<file path="src/rtl/mda_pixel_pipe_if.sv">
// Pixel pipe bus: position inputs, text VRAM and font ROM fetch ports, pixel outputs.
// The cursor signals are present only when MDA_CURSOR_EN is defined.
// The slave modport is the pipe's view; the master modport is the view of the
// character counter, memories and DAC around it.
interface mda_pixel_pipe_if;
   logic        enable;
   logic [6:0]  col;
   logic [4:0]  row;
   logic [3:0]  char_row;
   logic [3:0]  char_pixel;
   logic [10:0] vram_addr;
   logic [15:0] vram_data;
   logic [11:0] font_addr;
   logic [7:0]  font_data;
   logic        video;
   logic        intense;
   logic        de_out;
`ifdef MDA_CURSOR_EN
   logic [6:0]  cursor_col;
   logic [4:0]  cursor_row;
   logic [3:0]  cursor_start;
   logic [3:0]  cursor_end;
`endif

   modport slave (
      input  enable, col, row, char_row, char_pixel, vram_data, font_data,
`ifdef MDA_CURSOR_EN
      input  cursor_col, cursor_row, cursor_start, cursor_end,
`endif
      output vram_addr, font_addr, video, intense, de_out
   );

   modport master (
      output enable, col, row, char_row, char_pixel, vram_data, font_data,
`ifdef MDA_CURSOR_EN
      output cursor_col, cursor_row, cursor_start, cursor_end,
`endif
      input  vram_addr, font_addr, video, intense, de_out
   );
endinterface

</file>
<file path="src/rtl/mda_pixel_pipe.sv">
// MDA pixel pipe: character position -> VRAM fetch -> font fetch -> monochrome pixel.
// Fixed three-clock latency from enable to de_out/video, one pixel per clock.
// Optional hardware cursor overlay is built when MDA_CURSOR_EN is defined.
module mda_pixel_pipe #(
   parameter int COLS    = 80,
   parameter int UL_ROW  = 12,
   parameter int BLINK_B = 4
) (
   input logic             clk,
   input logic             rst_n,
   mda_pixel_pipe_if.slave bus
);

   logic [10:0] cell_addr;
   logic        frame_tick;
   logic [4:0]  frame_cnt;
   logic        blink_phase;

   logic        v1;
   logic [3:0]  cr_d1;
   logic [3:0]  px_d1;
   logic        blink_d1;

   logic        v2;
   logic [3:0]  cr_d2;
   logic [3:0]  px_d2;
   logic        blink_d2;
   logic [7:0]  attr_d2;
   logic        box_d2;

   logic        glyph;
   logic        fg_blank;
   logic        video_next;
   logic        intense_next;

   // Cell address is plain arithmetic truncated to the VRAM word width; the
   // constant multiply reduces to a shift-add.
   assign cell_addr  = 11'(32'(bus.row) * 32'(COLS) + 32'(bus.col));
   assign frame_tick = bus.enable && (bus.col == 7'd0) && (bus.row == 5'd0) &&
                       (bus.char_row == 4'd0) && (bus.char_pixel == 4'd0);

   // S0: issue the VRAM address and count frames; blink phase is latched at the
   // first pixel of each frame so it stays constant for the whole frame.
   always_ff @(posedge clk or negedge rst_n) begin
      if (!rst_n) begin
         bus.vram_addr <= '0;
         v1            <= 1'b0;
         cr_d1         <= '0;
         px_d1         <= '0;
         blink_d1      <= 1'b0;
         frame_cnt     <= '0;
         blink_phase   <= 1'b0;
      end else begin
         bus.vram_addr <= cell_addr;
         v1            <= bus.enable;
         cr_d1         <= bus.char_row;
         px_d1         <= bus.char_pixel;
         blink_d1      <= frame_tick ? frame_cnt[BLINK_B] : blink_phase;
         if (frame_tick) begin
            frame_cnt   <= frame_cnt + 5'd1;
            blink_phase <= frame_cnt[BLINK_B];
         end
      end
   end

   // S1: VRAM word arrives; issue the font address and hold the attribute.
   always_ff @(posedge clk or negedge rst_n) begin
      if (!rst_n) begin
         bus.font_addr <= '0;
         attr_d2       <= '0;
         box_d2        <= 1'b0;
         v2            <= 1'b0;
         cr_d2         <= '0;
         px_d2         <= '0;
         blink_d2      <= 1'b0;
      end else begin
         bus.font_addr <= {bus.vram_data[7:0], cr_d1};
         attr_d2       <= bus.vram_data[15:8];
         box_d2        <= (bus.vram_data[7:5] == 3'b110);
         v2            <= v1;
         cr_d2         <= cr_d1;
         px_d2         <= px_d1;
         blink_d2      <= blink_d1;
      end
   end

`ifdef MDA_CURSOR_EN
   logic cur_phase;
   logic cur_hit_d1;
   logic cur_ph_d1;
   logic cur_hit_d2;
   logic cur_ph_d2;
   logic cursor_on;

   // Cursor cell match and cursor blink phase travel down the pipe with the pixel.
   always_ff @(posedge clk or negedge rst_n) begin
      if (!rst_n) begin
         cur_phase  <= 1'b0;
         cur_hit_d1 <= 1'b0;
         cur_ph_d1  <= 1'b0;
         cur_hit_d2 <= 1'b0;
         cur_ph_d2  <= 1'b0;
      end else begin
         cur_hit_d1 <= (bus.col == bus.cursor_col) && (bus.row == bus.cursor_row);
         cur_ph_d1  <= frame_tick ? frame_cnt[3] : cur_phase;
         if (frame_tick) cur_phase <= frame_cnt[3];
         cur_hit_d2 <= cur_hit_d1;
         cur_ph_d2  <= cur_ph_d1;
      end
   end

   assign cursor_on = cur_hit_d2 && cur_ph_d2 &&
                      (bus.cursor_start <= cr_d2) && (cr_d2 <= bus.cursor_end);
`endif

   // S2 decode: glyph bit select, then MDA attribute rules and blink.
   always_comb begin
      glyph = 1'b0;
      if (!px_d2[3]) glyph = bus.font_data[3'd7 - px_d2[2:0]];
      else           glyph = box_d2 & bus.font_data[0];
      fg_blank   = attr_d2[7] & blink_d2;
      video_next = 1'b0;
      if (attr_d2[2:0] == 3'b000) begin
         if (attr_d2[6:4] == 3'b111) video_next = fg_blank | ~glyph;
         else                        video_next = 1'b0;
      end else if (attr_d2[2:0] == 3'b001) begin
         video_next = ~fg_blank & (glyph | (cr_d2 == 4'(UL_ROW)));
      end else begin
         video_next = ~fg_blank & glyph;
      end
`ifdef MDA_CURSOR_EN
      if (cursor_on) video_next = 1'b1;
`endif
      intense_next = attr_d2[3] & video_next;
   end

   // S2 output register; border periods are forced black.
   always_ff @(posedge clk or negedge rst_n) begin
      if (!rst_n) begin
         bus.video   <= 1'b0;
         bus.intense <= 1'b0;
         bus.de_out  <= 1'b0;
      end else if (v2) begin
         bus.video   <= video_next;
         bus.intense <= intense_next;
         bus.de_out  <= 1'b1;
      end else begin
         bus.video   <= 1'b0;
         bus.intense <= 1'b0;
         bus.de_out  <= 1'b0;
      end
   end

endmodule
</file>
<file path="src/flat_wrapper.sv">
// flat-port wrapper written by rule: the top's interface ports become plain ports
module mda_pixel_pipe_flat 
#(
   parameter int COLS    = 80,
   parameter int UL_ROW  = 12,
   parameter int BLINK_B = 4
)
  (clk, rst_n, bus_enable, bus_col, bus_row, bus_char_row, bus_char_pixel, bus_vram_data, bus_font_data, bus_vram_addr, bus_font_addr, bus_video, bus_intense, bus_de_out);
  mda_pixel_pipe_if bus_i ();
  input logic clk;
  input logic rst_n;
  input wire logic [$bits(bus_i.enable)-1:0] bus_enable;
  input wire logic [$bits(bus_i.col)-1:0] bus_col;
  input wire logic [$bits(bus_i.row)-1:0] bus_row;
  input wire logic [$bits(bus_i.char_row)-1:0] bus_char_row;
  input wire logic [$bits(bus_i.char_pixel)-1:0] bus_char_pixel;
  input wire logic [$bits(bus_i.vram_data)-1:0] bus_vram_data;
  input wire logic [$bits(bus_i.font_data)-1:0] bus_font_data;
  output wire logic [$bits(bus_i.vram_addr)-1:0] bus_vram_addr;
  output wire logic [$bits(bus_i.font_addr)-1:0] bus_font_addr;
  output wire logic [$bits(bus_i.video)-1:0] bus_video;
  output wire logic [$bits(bus_i.intense)-1:0] bus_intense;
  output wire logic [$bits(bus_i.de_out)-1:0] bus_de_out;
  assign bus_i.enable = bus_enable;
  assign bus_i.col = bus_col;
  assign bus_i.row = bus_row;
  assign bus_i.char_row = bus_char_row;
  assign bus_i.char_pixel = bus_char_pixel;
  assign bus_i.vram_data = bus_vram_data;
  assign bus_i.font_data = bus_font_data;
  assign bus_vram_addr = bus_i.vram_addr;
  assign bus_font_addr = bus_i.font_addr;
  assign bus_video = bus_i.video;
  assign bus_intense = bus_i.intense;
  assign bus_de_out = bus_i.de_out;
  mda_pixel_pipe #(.COLS(COLS), .UL_ROW(UL_ROW), .BLINK_B(BLINK_B)) u_core (.clk(clk), .rst_n(rst_n), .bus(bus_i));
endmodule
</file>
<file path="config.mk">
export PLATFORM = sky130hd
export DESIGN_NAME = mda_pixel_pipe_flat
export DESIGN_NICKNAME = d
export VERILOG_FILES = /design/src/rtl/mda_pixel_pipe_if.sv /design/src/rtl/mda_pixel_pipe.sv /design/src/flat_wrapper.sv
export SDC_FILE = /design/constraint.sdc
export NUM_CORES = 1
export LEC_CHECK = 0
export CAP_MARGIN = 20
export CORE_ASPECT_RATIO = 0.6
export CORE_MARGIN = 10
export CORE_UTILIZATION = 40
export CTS_CLUSTER_SIZE = 24
export DETAILED_ROUTE_END_ITERATION = 10
export GPL_TIMING_DRIVEN = 0
export PLACE_DENSITY = 0.78
export SETUP_SLACK_MARGIN = 0.05
export SLEW_MARGIN = 5
export SYNTH_ARGS = -nofsm -noshare
export SYNTH_HDL_FRONTEND = slang
export SYNTH_SLANG_ARGS = --single-unit
</file>
<file path="constraint.sdc">
create_clock -name clk -period 1.6 [get_ports clk]
set_clock_uncertainty 0.15 [all_clocks]
set_input_delay 0.32 -clock clk [delete_from_list [all_inputs] [get_ports clk]]
set_output_delay 0.32 -clock clk [all_outputs]
set_load 0.01 [all_outputs]
</file>
* Yosys cells after proc, flatten, opt, wreduce, memory -nomap -nowiden
Index checks and enable logic that the tools add are counted.
** Cells by class
- Add/sub/neg operators :: 3
- $mul :: 1
- $lt $le $gt $ge :: 1
- Eq/ne operators :: 4
- Muxes and demuxes :: 9
- Bitwise operators :: 9
- Reduce and logical (&&, ||, !) cells :: 9
** Operators with widths (count)
- adder 11 x 7 -> 11 bit :: 1
- logical NOT 4 bit :: 2
- 2-to-1 mux 1 bit :: 8
- logical NOT 7 bit :: 1
- multiplier 5 x 3 -> 7 bit (second input constant) :: 1
- equality test 3 bit (second input constant) :: 2
- adder 5 x 1 -> 5 bit (second input constant) :: 1
- bitwise AND 1 bit :: 5
- logical NOT 5 bit :: 1
- equality test 4 bit (second input constant) :: 1
- logical AND 1 bit :: 4
- < comparator 3 x 4 -> 1 bit (second input constant) :: 1
- binary-select mux 1 bit (select 3 bit) :: 1
- equality test 3 x 1 -> 1 bit (second input constant) :: 1
- logical NOT 3 bit :: 1
- subtractor 3 bit (first input constant) :: 1
- inverter 1 bit :: 2
- OR 1 bit :: 2
** Word-level totals
- Register bits :: 60
- Input bits :: 47
- Word-level logic and storage cells :: 52

* Depth between registers and ports, before layout
- Depth in word-level cells :: 10
- Gate-level depth with buffers :: 7
- Mapped depth without buffers :: 7

* Worst setup path after synthesis
No wires, ideal clock.
- Path type :: input -> register
- Start :: in bus_row[1]
- End :: reg u_core.bus.vram_addr[10]
- Setup time :: 123 ps
- Arrival time :: 1793 ps
- Path slack :: -466 ps
- Stages on the path :: 7
- Buffers on the path :: 0
- Cells stage by stage :: ha_1 > ha_1 > fa_1 > xor2_1 > o2111ai_1 > xnor2_1 > xnor2_1
** Between the ends
- Cells in the longest elaborated chain, start to end :: 2
** RTL lines
- start: declaration :: line flat_wrapper.sv:14 : input wire logic [$bits(bus_i.row)-1:0] bus_row;
- multiplier 5 x 3 -> 7 bit :: line mda_pixel_pipe.sv:38 : assign cell_addr = 11'(32'(bus.row) * 32'(COLS) + 32'(bus.col));
- adder 11 x 7 -> 11 bit :: line mda_pixel_pipe.sv:38
- via u_core.cell_addr[10] :: line mda_pixel_pipe.sv:14 : logic [10:0] cell_addr;
- end signal: assignment :: line mda_pixel_pipe.sv:54 : bus.vram_addr <= cell_addr;
- end: declaration :: line mda_pixel_pipe_if.sv:30 : output vram_addr, font_addr, video, intense, de_out
The timed path passes the listed nets, and every way through them passes these cells.
A chain may end at the register's enable or synchronous reset.

* Final worst setup path
- Start :: in bus_row[3]
- End :: reg u_core.bus.vram_addr[10]
Same word-level chain as after synthesis.

==> impl_metrics.toml <==
[outcome]
status = "complete, but fails checks"
violations = "setup timing"

[worst_setup_path]
path_max_fanout = 2
critPathKind = "in -> reg"
required_ns = 1.65
worstSetupEndpointType = "flip-flop"
startpoint_type = "input port"
rr_startpoint = "u_core.px_d2[0]"
crit_path_start = "bus_row[3]"
crit_arrival_ns = 1.87

[clock_network]
clockBufferDepth = 2
cts_tree = "yes"
cts_inserted_buffers = 5
clk-insertion-delay-late_ns = 0.32
cts-htree-levels = 2
numClockSinks = 56
ctsRootBufferMaster = "clkbuf_8"
clkTransAtPathRegs_ns = 0.10

[synthesis]
yosysSeqAreaShare_pct = 68.0
synth.distinct_cells = 32
postSynthAreaPerCell_sq_um = 14.8
synth_top_area_cell = "dfrtp_1"
synth_xor_area_share_pct = 4.67
synth.top_cell.area_share_pct = 68.0
synthMuxAreaShare_pct = 3.03
synth_cells = 139
synth-simple-area-share_pct = 9.83
syn-num-nets = 198
ys_seq_elements = 56
synth_top_family_by_area = "simple AND/OR/NAND/NOR gates"
synth_warnings = 0
synthTopCellsByArea = "dfrtp_1, ha_1, xor2_1"
netlist_area_sq_um = 2060
synth_compound_area_share_pct = 5.34
synthAdderAreaFrac_pct = 8.01

[sta]
maxSlewHeadroom_pct = 57.5
drv_slew = 0
tns_ns = -0.413
setup_viol = 3
period_minus_slack_ns = 1.82
hold_viol_final = 0
fin_crit_sh_pct = 114
rsz0062_at_grt = "true"
worst_slack_ns = -0.220
timing.fmax_ghz = 0.549
tightest_slew_ns = 0.637

[cells_and_area]
final_common_cell = "dfrtp_1"
layout.cells.non_filler = 300
fin_nets = 292
syn_to_final_growth_pct = 58.5
drive_gt1_share_pct = 28.2
diodes = 0
final_cell_mix = "dfrtp_1, dlygate4sd2_1, clkdlybuf4s50_1, buf_4"
fill_cells = 393

[pwr]
p_sw_mw = 0.784
p_leak_nw = 1.48
p_int_mw = 2.14
pwr-share-comb_pct = 20.2
clkPwrFrac_pct = 27.0
sequentialPowerShare_pct = 52.8
p_sw_share_pct = 26.8
vdd_drop_max_mv = 0.532
powerDensity_nw_per_um2 = 894

[placed_design]
dp_slack_ns = -1.15
dp_hpwl_um = 3970
dp_cells = 278
gp_congestion = 0.832
port_buffers = 72

[global_routing]
grt_pass1_vias = 1549
antenna_found_initial = 0
grt.overflow.total = 0
grt_max_degree = 30
grt_pass1_wl_um = 8350
grt.total_usage_pct = 12.8

[routing]
vias = 1447
wl_per_cell_um = 17.9
wl_um = 5370
drtIter0Drc = 31
drc_errors = 0
ant_nets = 0
vias_per_cell = 4.82
drtPass1Iterations = 2

[hold_path]
hp-start = "bus_char_pixel[1]"
holdCritPathClass = "in -> reg"

[floorplanning]
io_pins = 73
rows = 20
initial_core_util_pct = 41.0
die_w_um = 113
die_y_um = 75.6
core_area_sq_um = 5030
dieArea_sq_um = 8520

[flow_run]
maxCapViolCount = 0
[kinds of logic (layout without fill, tap and decap cells)]
group	count (synthesis)	after routing
muxes	6	6
buffers and inverters	6	101
adders and majority gates	12	12
DFF	56	56
and+or+nand+nor	33	33
AOI/OAI and AO/OA	15	15
xor gates and xnor gates	11	11
[registers in the layout, indices dropped and copies added (netlist names)]
register              cells
u_core.blink_phase        1
u_core.bus.video          1
u_core.blink_d2           1
u_core.frame_cnt          5
u_core.v1                 1
u_core.bus.de_out         1
u_core.px_d1              4
u_core.px_d2              4
u_core.bus.intense        1
u_core.cr_d1              4
u_core.box_d2             1
u_core.v2                 1
u_core.attr_d2            8
u_core.bus.vram_addr     11
u_core.bus.font_addr     12
[critical path, cell delays in order]
cell and delay (ns):
buf_8 0.10, ha_4 0.23, ha_4 0.15, fa_2 0.60
o2111ai_4 0.15, xnor2_2 0.17, xnor2_1 0.14
[power groups by stage]
stage	combinational (mW)	sequential [mW]	clock (mW)
final	0.590	1.54	0.790
after global routing	0.638	1.55	0.866
after CTS	0.540	1.54	0.799
after detailed placement	0.521	1.57	0
after global placement	0.511	1.56	0
after floorplan	0.143	1.60	0
[through the flow]
| stage | utilization [%] | power (mW) | hold slack [ns] | cell area, sq um |
|---|---|---|---|---|
| 4_1_cts | 62.7 | 2.88 | 0.109 | 3150 |
| 3_3_place_gp | 58.3 | 2.08 | 0.182 | 2930 |
| 5_1_grt | 65.0 | 3.06 | 0.00823 | 3270 |
| 2_1_floorplan | - | 1.74 | -0.126 | 2130 |
| 6_report | 65.0 | 2.92 | 0.0199 | 3270 |
| 3_5_place_dp | 58.6 | 2.09 | 0.185 | 2950 |
[path summary, 6_finish.rpt]
| path | end | slack (ns) | cells after the start |
|---|---|---|---|
| min in group asynchronous | u_core.attr_d2[4] | 0.41 | 2 |
| min reg2reg | u_core.px_d2[3] | 0.21 | 0 |
| max | u_core.bus.vram_addr[10] | -0.22 | 7 |
| max reg2reg | u_core.bus.intense | 0.04 | 4 |
| min | u_core.px_d1[1] | 0.02 | 1 |
| max in group asynchronous | u_core.px_d1[0] | 0.33 | 3 |
[cell type report]
type / instances / area (sq um) / area share [%]
multi-input combinational: 77 / 862 / 26.4
timing repair buffer: 88 / 811 / 24.8
tap: 66 / 82.6 / 2.53
inverter: 5 / 18.8 / 0.574
clock inverter: 3 / 22.5 / 0.689
clock buffer: 5 / 68.8 / 2.11
sequential: 56 / 1400 / 42.9
[metal layers]
metal	wire length (um)	track usage (%)	share of wire, %
met5	0	0	0
met4	108	4.48	2.0
met3	547	6.37	10
met1	2430	16.0	45
met2	2280	19.1	43
[Yosys cell counts]
| library cell | n |
|---|---|
| dfrtp_1 | 56 |
| ha_1 | 10 |
| nor2_1 | 6 |
| xor2_1 | 6 |
| inv_1 | 5 |
| xnor2_1 | 5 |
| mux2i_1 | 4 |
| nand2_1 | 4 |
| nand3_1 | 4 |
| a211oi_1 | 3 |
| a21oi_1 | 3 |
| nor2b_1 | 3 |
| nor3_1 | 3 |
| nor4_2 | 3 |
| a21o_1 | 2 |
| and2_1 | 2 |
| fa_1 | 2 |
| mux2_2 | 2 |
| nor4_1 | 2 |
| o21ai_0 | 2 |
| a2111oi_2 | 1 |
| a22oi_1 | 1 |
| and3_1 | 1 |
| and4_1 | 1 |
| clkbuf_2 | 1 |
| nand3_2 | 1 |
| nand4_1 | 1 |
| nor2_2 | 1 |
| o2111ai_1 | 1 |
| o21a_1 | 1 |
| o41ai_1 | 1 |
| or3_4 | 1 |
[timing repair]
action,4_1_cts,5_1_grt
buffers inserted,9,4
pin swaps,18,13
endpoints found under the hold margin,27,2
endpoints found under the setup margin,40,9
gates resized for setup,93,20
cloned,0,0
hold buffers,1,2
(Power assumes the default switching activity.)
